File: src/rtl/hpm_overflow_unit.sv
// hpm_overflow_unit
//
// Overflow companion to the HPM counter block. It watches each counter's
// increment strobe and current value, keeps a sticky overflow (OF) bit per
// counter, raises the local counter-overflow interrupt (LCOFI) pending request
// and holds the per-counter mode-inhibit bits (MINH/SINH/UINH).
//
// Counter i maps to mhpmcounter(3+i). Its OF/MINH/SINH/UINH bits live in the
// top four bits of mhpmevent(3+i) (RV64) or mhpmevent(3+i)h (RV32).
//
// Ports:
//   clk_i, rst_i       clock, asynchronous active-high reset
//   debug_mode_i       core in debug mode; suppresses OF setting
//   priv_lvl_i         current privilege (11=M, 01=S, 00=U, 10 reserved)
//   cnt_inc_i          per-counter increment strobe (already inhibit-gated)
//   cnt_val_i          per-counter current value, 64 bits each, counter 0 in LSBs
//   csr_addr_i/we_i/wdata_i   CSR access
//   csr_rdata_o        combinational read data for csr_addr_i
//   csr_hit_o          csr_addr_i decodes to a register owned here
//   mode_inhibit_o     counter i must not count at priv_lvl_i
//   of_o               sticky OF bits
//   lcofi_pending_o    LCOFI pending request
//   lcofi_clr_i        software clear of LCOFI pending
module hpm_overflow_unit #(
  parameter int NumCounters = 6,
  parameter int XLEN        = 64
) (
  input  logic                      clk_i,
  input  logic                      rst_i,
  input  logic                      debug_mode_i,
  input  logic [1:0]                priv_lvl_i,
  input  logic [NumCounters-1:0]    cnt_inc_i,
  input  logic [NumCounters*64-1:0] cnt_val_i,
  input  logic [11:0]               csr_addr_i,
  input  logic                      csr_we_i,
  input  logic [XLEN-1:0]           csr_wdata_i,
  output logic [XLEN-1:0]           csr_rdata_o,
  output logic                      csr_hit_o,
  output logic [NumCounters-1:0]    mode_inhibit_o,
  output logic [NumCounters-1:0]    of_o,
  output logic                      lcofi_pending_o,
  input  logic                      lcofi_clr_i
);

  localparam logic [11:0] SCOUNTOVF_ADDR = 12'hDA0;
  // The event CSR carrying the owned bits differs between RV64 and RV32.
  localparam logic [11:0] EVT_BASE_ADDR  = (XLEN == 64) ? 12'h323 : 12'h723;

  typedef enum logic {
    IDLE = 1'b0,
    PEND = 1'b1
  } lcofi_state_e;

  lcofi_state_e state_reg, state_next;

  logic [NumCounters-1:0] of_reg, of_next;
  logic [NumCounters-1:0] minh_reg, minh_next;
  logic [NumCounters-1:0] sinh_reg, sinh_next;
  logic [NumCounters-1:0] uinh_reg, uinh_next;

  logic [NumCounters-1:0] evt_sel;  // address selects counter i's event CSR
  logic [NumCounters-1:0] evt_wr;   // write to counter i's owned bits
  logic [NumCounters-1:0] wrap;
  logic [NumCounters-1:0] rise;
  logic                   any_rise;

  genvar gi;
  generate
    for (gi = 0; gi < NumCounters; gi++) begin : g_cnt
      localparam logic [11:0] EVT_ADDR = EVT_BASE_ADDR + 12'(gi);

      assign evt_sel[gi] = (csr_addr_i == EVT_ADDR);
      assign evt_wr[gi]  = csr_we_i & evt_sel[gi];

      assign wrap[gi] = cnt_inc_i[gi] & (cnt_val_i[gi*64 +: 64] == 64'hFFFF_FFFF_FFFF_FFFF);

      // A CSR write to the same counter in the same cycle owns OF and
      // suppresses the rise, so software sees exactly the value it wrote.
      assign rise[gi] = wrap[gi] & ~of_reg[gi] & ~debug_mode_i & ~evt_wr[gi];

      assign of_next[gi]   = evt_wr[gi] ? csr_wdata_i[XLEN-1]
                                        : (of_reg[gi] | (wrap[gi] & ~debug_mode_i));
      assign minh_next[gi] = evt_wr[gi] ? csr_wdata_i[XLEN-2] : minh_reg[gi];
      assign sinh_next[gi] = evt_wr[gi] ? csr_wdata_i[XLEN-3] : sinh_reg[gi];
      assign uinh_next[gi] = evt_wr[gi] ? csr_wdata_i[XLEN-4] : uinh_reg[gi];

      // Reserved privilege 2'b10 matches none of the terms and yields 0.
      assign mode_inhibit_o[gi] = ((priv_lvl_i == 2'b11) & minh_reg[gi])
                                | ((priv_lvl_i == 2'b01) & sinh_reg[gi])
                                | ((priv_lvl_i == 2'b00) & uinh_reg[gi]);
    end
  endgenerate

  assign any_rise = |rise;

  always_ff @(posedge clk_i or posedge rst_i) begin
    if (rst_i) begin
      of_reg    <= '0;
      minh_reg  <= '0;
      sinh_reg  <= '0;
      uinh_reg  <= '0;
      state_reg <= IDLE;
    end else begin
      of_reg    <= of_next;
      minh_reg  <= minh_next;
      sinh_reg  <= sinh_next;
      uinh_reg  <= uinh_next;
      state_reg <= state_next;
    end
  end

  // LCOFI FSM: a new overflow in the same cycle as a software clear wins.
  always_comb begin
    state_next = state_reg;
    unique case (state_reg)
      IDLE: if (any_rise) state_next = PEND;
      PEND: if (lcofi_clr_i && !any_rise) state_next = IDLE;
      default: state_next = IDLE;
    endcase
  end

  assign lcofi_pending_o = (state_reg == PEND);
  assign of_o            = of_reg;

  // On RV64 the low bits of mhpmevent belong to the counter block, so the
  // address is not claimed here even though the top bits are supplied.
  assign csr_hit_o = (csr_addr_i == SCOUNTOVF_ADDR) | ((XLEN == 32) & (|evt_sel));

  always_comb begin
    csr_rdata_o = '0;
    if (csr_addr_i == SCOUNTOVF_ADDR) begin
      csr_rdata_o[3 +: NumCounters] = of_reg;
    end
    for (int i = 0; i < NumCounters; i++) begin
      if (evt_sel[i]) begin
        csr_rdata_o[XLEN-1 -: 4] = {of_reg[i], minh_reg[i], sinh_reg[i], uinh_reg[i]};
      end
    end
  end

  // Only the top four write-data bits are stored here.
  logic unused_wdata;
  assign unused_wdata = ^csr_wdata_i[XLEN-5:0];

endmodule

File: config.mk
export PLATFORM = sky130hd
export DESIGN_NAME = hpm_overflow_unit
export DESIGN_NICKNAME = d
export VERILOG_FILES = /design/src/rtl/hpm_overflow_unit.sv
export SDC_FILE = /design/constraint.sdc
export NUM_CORES = 1
export LEC_CHECK = 0
export ABC_CLOCK_PERIOD_IN_PS = 3500
export BUFFER_PORTS_ARGS = -buffer_cell sky130_fd_sc_hd__buf_2
export CAP_MARGIN = 0
export CORE_AREA = 2 2 212 214
export CTS_BUF_LIST = sky130_fd_sc_hd__clkbuf_4
export DETAILED_ROUTE_END_ITERATION = 12
export DIE_AREA = 0 0 214 216
export GPL_ROUTABILITY_DRIVEN = 0
export PLACE_DENSITY = 0.3
export SYNTH_ARGS = -nofsm -noshare
export SYNTH_HDL_FRONTEND = slang
export SYNTH_SLANG_ARGS = --single-unit
File: constraint.sdc
create_clock -name clk_i -period 3.5 [get_ports clk_i]
set_input_delay 0.7 -clock clk_i [delete_from_list [all_inputs] [get_ports clk_i]]
set_output_delay 0.7 -clock clk_i [all_outputs]
set_load 0.01 [all_outputs]
==> impl_metrics.prom <==
# TYPE chip_impl_metric gauge
chip_impl_metric{name="fp.coreArea",unit="µm²"} 43840
chip_impl_metric{name="die_x",unit="µm"} 214
chip_impl_metric{name="num-nets-final",unit=""} 1262
chip_impl_metric{name="utilization",unit="%"} 12.67
chip_impl_metric{name="postCtsSetupBuffers",unit=""} 0
chip_impl_metric{name="cts-buffers-inserted",unit=""} 3
chip_impl_metric{name="drt-initial-drc-count",unit=""} 149
chip_impl_metric{name="grt_first_pass_wirelength",unit="mm"} 26.23
chip_impl_metric{name="multi_input_area",unit="µm²"} 1893
chip_impl_metric{name="fin_area",unit="µm²"} 5555
chip_impl_metric{name="hpwl",unit="mm"} 17.48
chip_impl_metric{name="ir_worst_vdd",unit="V"} 0.00007729
chip_impl_metric{name="die_h",unit="µm"} 216
chip_impl_info{name="critical_path.startpoint",value="csr_addr_i[7]"} 1
chip_impl_info{name="crit_path_end_kind",value="primary output"} 1
chip_impl_metric{name="slew_headroom",unit="%"} 59.15
chip_impl_metric{name="area_growth",unit="%"} 100.8
chip_impl_metric{name="numPortBuffers",unit=""} 436
chip_impl_info{name="cts_tree",value="built"} 1
chip_impl_metric{name="first_global_vias",unit=""} 4508
chip_impl_metric{name="layout.area.seq",unit="µm²"} 625.6
chip_impl_metric{name="num_io_pins",unit=""} 551
chip_impl_metric{name="drt_pre_antenna_iters",unit=""} 4
chip_impl_metric{name="grt-ovfl-total",unit=""} 0
chip_impl_info{name="critical_path.endpoint",value="csr_rdata_o[63]"} 1
chip_impl_metric{name="number_of_levels_in_the_clock_h_tree",unit=""} 1
chip_impl_info{name="min_path_type",value="primary input to async pin"} 1
chip_impl_info{name="critical_path.startpoint_type",value="primary input"} 1
chip_impl_info{name="commonest_non_fill_non_tap_cells_in_the_layout",value="436 x sky130_fd_sc_hd__buf_2, 91 x sky130_fd_sc_hd__nand4_1, 54 x sky130_fd_sc_hd__conb_1"} 1
chip_impl_metric{name="synth_cell_types",unit=""} 35
chip_impl_metric{name="max_slew.worst_pin.slew",unit="ns"} 0.6046
chip_impl_metric{name="finalPower",unit="mW"} 0.7694
chip_impl_metric{name="slew_viol_final",unit=""} 0
chip_impl_metric{name="synthesis.area",unit="µm²"} 2766
chip_impl_metric{name="ys_warn_count",unit=""} 0
chip_impl_metric{name="clkSlewWorstSetupHoldPaths",unit="ns"} 0.15
chip_impl_metric{name="hold_slack",unit="ns"} 0.4041
chip_impl_info{name="r2r_end",value="lcofi_pending_o"} 1
chip_impl_metric{name="antenna_left",unit=""} 0
chip_impl_metric{name="ffs_latches_synth",unit=""} 25
chip_impl_metric{name="final_period_utilization",unit="%"} 88.32
chip_impl_metric{name="clk-insertion-delay-late",unit="ns"} 0.33
chip_impl_metric{name="yosysSeqAreaShare",unit="%"} 22.61
chip_impl_metric{name="cts_resized",unit=""} 0
chip_impl_metric{name="final-hold-violation-count",unit=""} 0
chip_impl_metric{name="core.rowCount",unit=""} 77
chip_impl_metric{name="synthesis.area_per_instance",unit="µm²"} 7.995
chip_impl_metric{name="netlist_instances",unit=""} 346
chip_impl_info{name="final_common_cell",value="sky130_fd_sc_hd__buf_2"} 1
chip_impl_metric{name="cts_hold_repair.buffers",unit=""} 0
chip_impl_metric{name="asr_flop_ratio_synth",unit="%"} 100.0
chip_impl_metric{name="worst-path-max-fanout",unit=""} 9
chip_impl_info{name="grt_setup_unrepaired",value="no"} 1
chip_impl_metric{name="post_route_cells_drive_above_1_share",unit="%"} 60.28
chip_impl_metric{name="grt_max_degree",unit=""} 26
chip_impl_info{name="critical_path.reg2reg.startpoint",value="of_o[2]"} 1
chip_impl_info{name="yosys_most_used_dff",value="sky130_fd_sc_hd__dfrtp_1"} 1
chip_impl_metric{name="dieArea",unit="µm²"} 46220
chip_impl_metric{name="critPathRequiredTime",unit="ns"} 2.80
chip_impl_metric{name="nFillCells",unit=""} 5101
chip_impl_metric{name="detail_route.drc_violations",unit=""} 0
chip_impl_metric{name="cp.arrival",unit="ns"} 2.39
chip_impl_metric{name="finalWirelength",unit="mm"} 19.19
chip_impl_metric{name="finClkSkew",unit="ns"} 0.01008
chip_impl_metric{name="timing.reg2reg.setup_slack",unit="ns"} 2.08
chip_impl_metric{name="clock_tree.buffer_depth",unit=""} 2
chip_impl_metric{name="rr_worst_depth",unit=""} 3
chip_impl_metric{name="finalSetupTns",unit="ns"} 0
chip_impl_info{name="clock_tree.root_cell",value="sky130_fd_sc_hd__clkbuf_4"} 1
chip_impl_metric{name="clock_sinks",unit=""} 25
chip_impl_metric{name="finalSetupViolations",unit=""} 0
chip_impl_metric{name="track_usage",unit="%"} 7.567
chip_impl_metric{name="antenna_found_initial",unit=""} 5
chip_impl_metric{name="postPlaceCellArea",unit="µm²"} 5520
chip_impl_metric{name="num_vias",unit=""} 4482
chip_impl_metric{name="fin_crit",unit="ns"} 3.091
chip_impl_info{name="critPathKind",value="primary input to primary output"} 1
chip_impl_metric{name="count_of_flip_flops_with_a_built_in_enable_after_synthesis",unit=""} 0
chip_impl_metric{name="highest_clock_frequency_the_design_can_meet",unit="GHz"} 0.3235
chip_impl_metric{name="initial_core_util",unit="%"} 6.311
chip_impl_metric{name="maxCapViolations",unit=""} 0
chip_impl_metric{name="power_density",unit="nW/µm²"} 138.5
chip_impl_metric{name="wl_per_cell",unit="µm"} 13.88
chip_impl_metric{name="cellLeakagePower",unit="nW"} 2.763
chip_impl_info{name="outcome",value="completed"} 1
chip_impl_metric{name="via_per_inst",unit=""} 3.243
==> critical path, stage by stage <==
cell and delay, ns:
sky130_fd_sc_hd__buf_2 0.11, sky130_fd_sc_hd__nor4b_2 0.37, sky130_fd_sc_hd__and2_1 0.40, sky130_fd_sc_hd__and4b_4 0.36, sky130_fd_sc_hd__a221o_1 0.27, sky130_fd_sc_hd__buf_2 0.17
==> cells in the mapped netlist, types with 2 or more instances <==
cell type | n | area share, %
sky130_fd_sc_hd__nand4_1 | 91 | 21
sky130_fd_sc_hd__buf_4 | 55 | 15
sky130_fd_sc_hd__dfrtp_1 | 25 | 23
sky130_fd_sc_hd__nand2_1 | 25 | 3.4
sky130_fd_sc_hd__mux2_2 | 18 | 7.3
sky130_fd_sc_hd__nor4_1 | 18 | 4.1
sky130_fd_sc_hd__o21ai_0 | 16 | 2.9
sky130_fd_sc_hd__nor2_1 | 15 | 2.0
sky130_fd_sc_hd__a21oi_1 | 9 | 1.6
sky130_fd_sc_hd__and2_1 | 7 | 1.6
sky130_fd_sc_hd__nand4b_1 | 7 | 2.2
sky130_fd_sc_hd__nor3_1 | 7 | 1.3
sky130_fd_sc_hd__mux2i_1 | 6 | 2.2
sky130_fd_sc_hd__inv_1 | 5 | 0.68
sky130_fd_sc_hd__nand3_1 | 5 | 0.90
sky130_fd_sc_hd__a221o_1 | 4 | 1.4
sky130_fd_sc_hd__a31oi_1 | 4 | 0.90
sky130_fd_sc_hd__clkbuf_1 | 4 | 0.54
sky130_fd_sc_hd__or4_1 | 4 | 1.1
sky130_fd_sc_hd__and3_1 | 3 | 0.68
sky130_fd_sc_hd__mux2_4 | 3 | 1.6
sky130_fd_sc_hd__nor4bb_1 | 2 | 0.72
==> metrics by stage <==
stage          setup slack (ns)  instances
2_1_floorplan             1.000        399
3_3_place_gp             0.4030       1376
3_5_place_dp             0.3898       1376
4_1_cts                  0.3838       1380
5_1_grt                  0.3145       1381
6_report                 0.4087       1382
==> power breakdown <==
| part | total [mW] | switching (mW) | internal, mW |
|---|---|---|---|
| logic | 0.333 | 0.151 | 0.182 |
| registers | 0.292 | 0.00170 | 0.290 |
| clock network | 0.145 | 0.0924 | 0.0524 |
| total | 0.769 | 0.245 | 0.524 |
==> kinds of logic after synthesis <==
logic type             after synthesis  synth area share, %
and+or+nand+nor                    195                42.79
buffers and inverters               64                16.15
AOI/OAI and AO/OA                   34                7.191
other                                1               0.1356
DFF                                 25                22.61
muxes                               27                11.13
==> final cells by class <==
class / instances / area share [%]
inverter: 5 / 0.3378
clock buffer: 4 / 0.5405
timing repair buffer: 444 / 40.36
multi-input combinational: 310 / 34.08
antenna: 2 / 0.09009
tap: 592 / 13.33
sequential: 25 / 11.26
==> how the worst min path moves through the flow <==
stage                       end   startpoint  cells past startpoint  slack [ns]
CTS                 minh_reg[3]        rst_i                      3        0.40
detailed placement  sinh_reg[5]  sinh_reg[5]                      1        0.53
global route        minh_reg[3]        rst_i                      3        0.44
floorplan           uinh_reg[2]  uinh_reg[2]                      1        0.50
global placement    sinh_reg[2]  sinh_reg[2]                      1        0.52
finish              minh_reg[5]        rst_i                      3        0.40
==> layer usage <==
metal / vias up / part of all wire [%] / global-route usage [%]
met4: 6 / 2.2 / 1.841
met2: 293 / 51 / 14.42
li1: 2160 / - / -
met5: - / 0.19 / 0
met3: 22 / 10 / 2.227
met1: 2001 / 37 / 8.117
No activity file was read; power rests on OpenSTA's default activity.
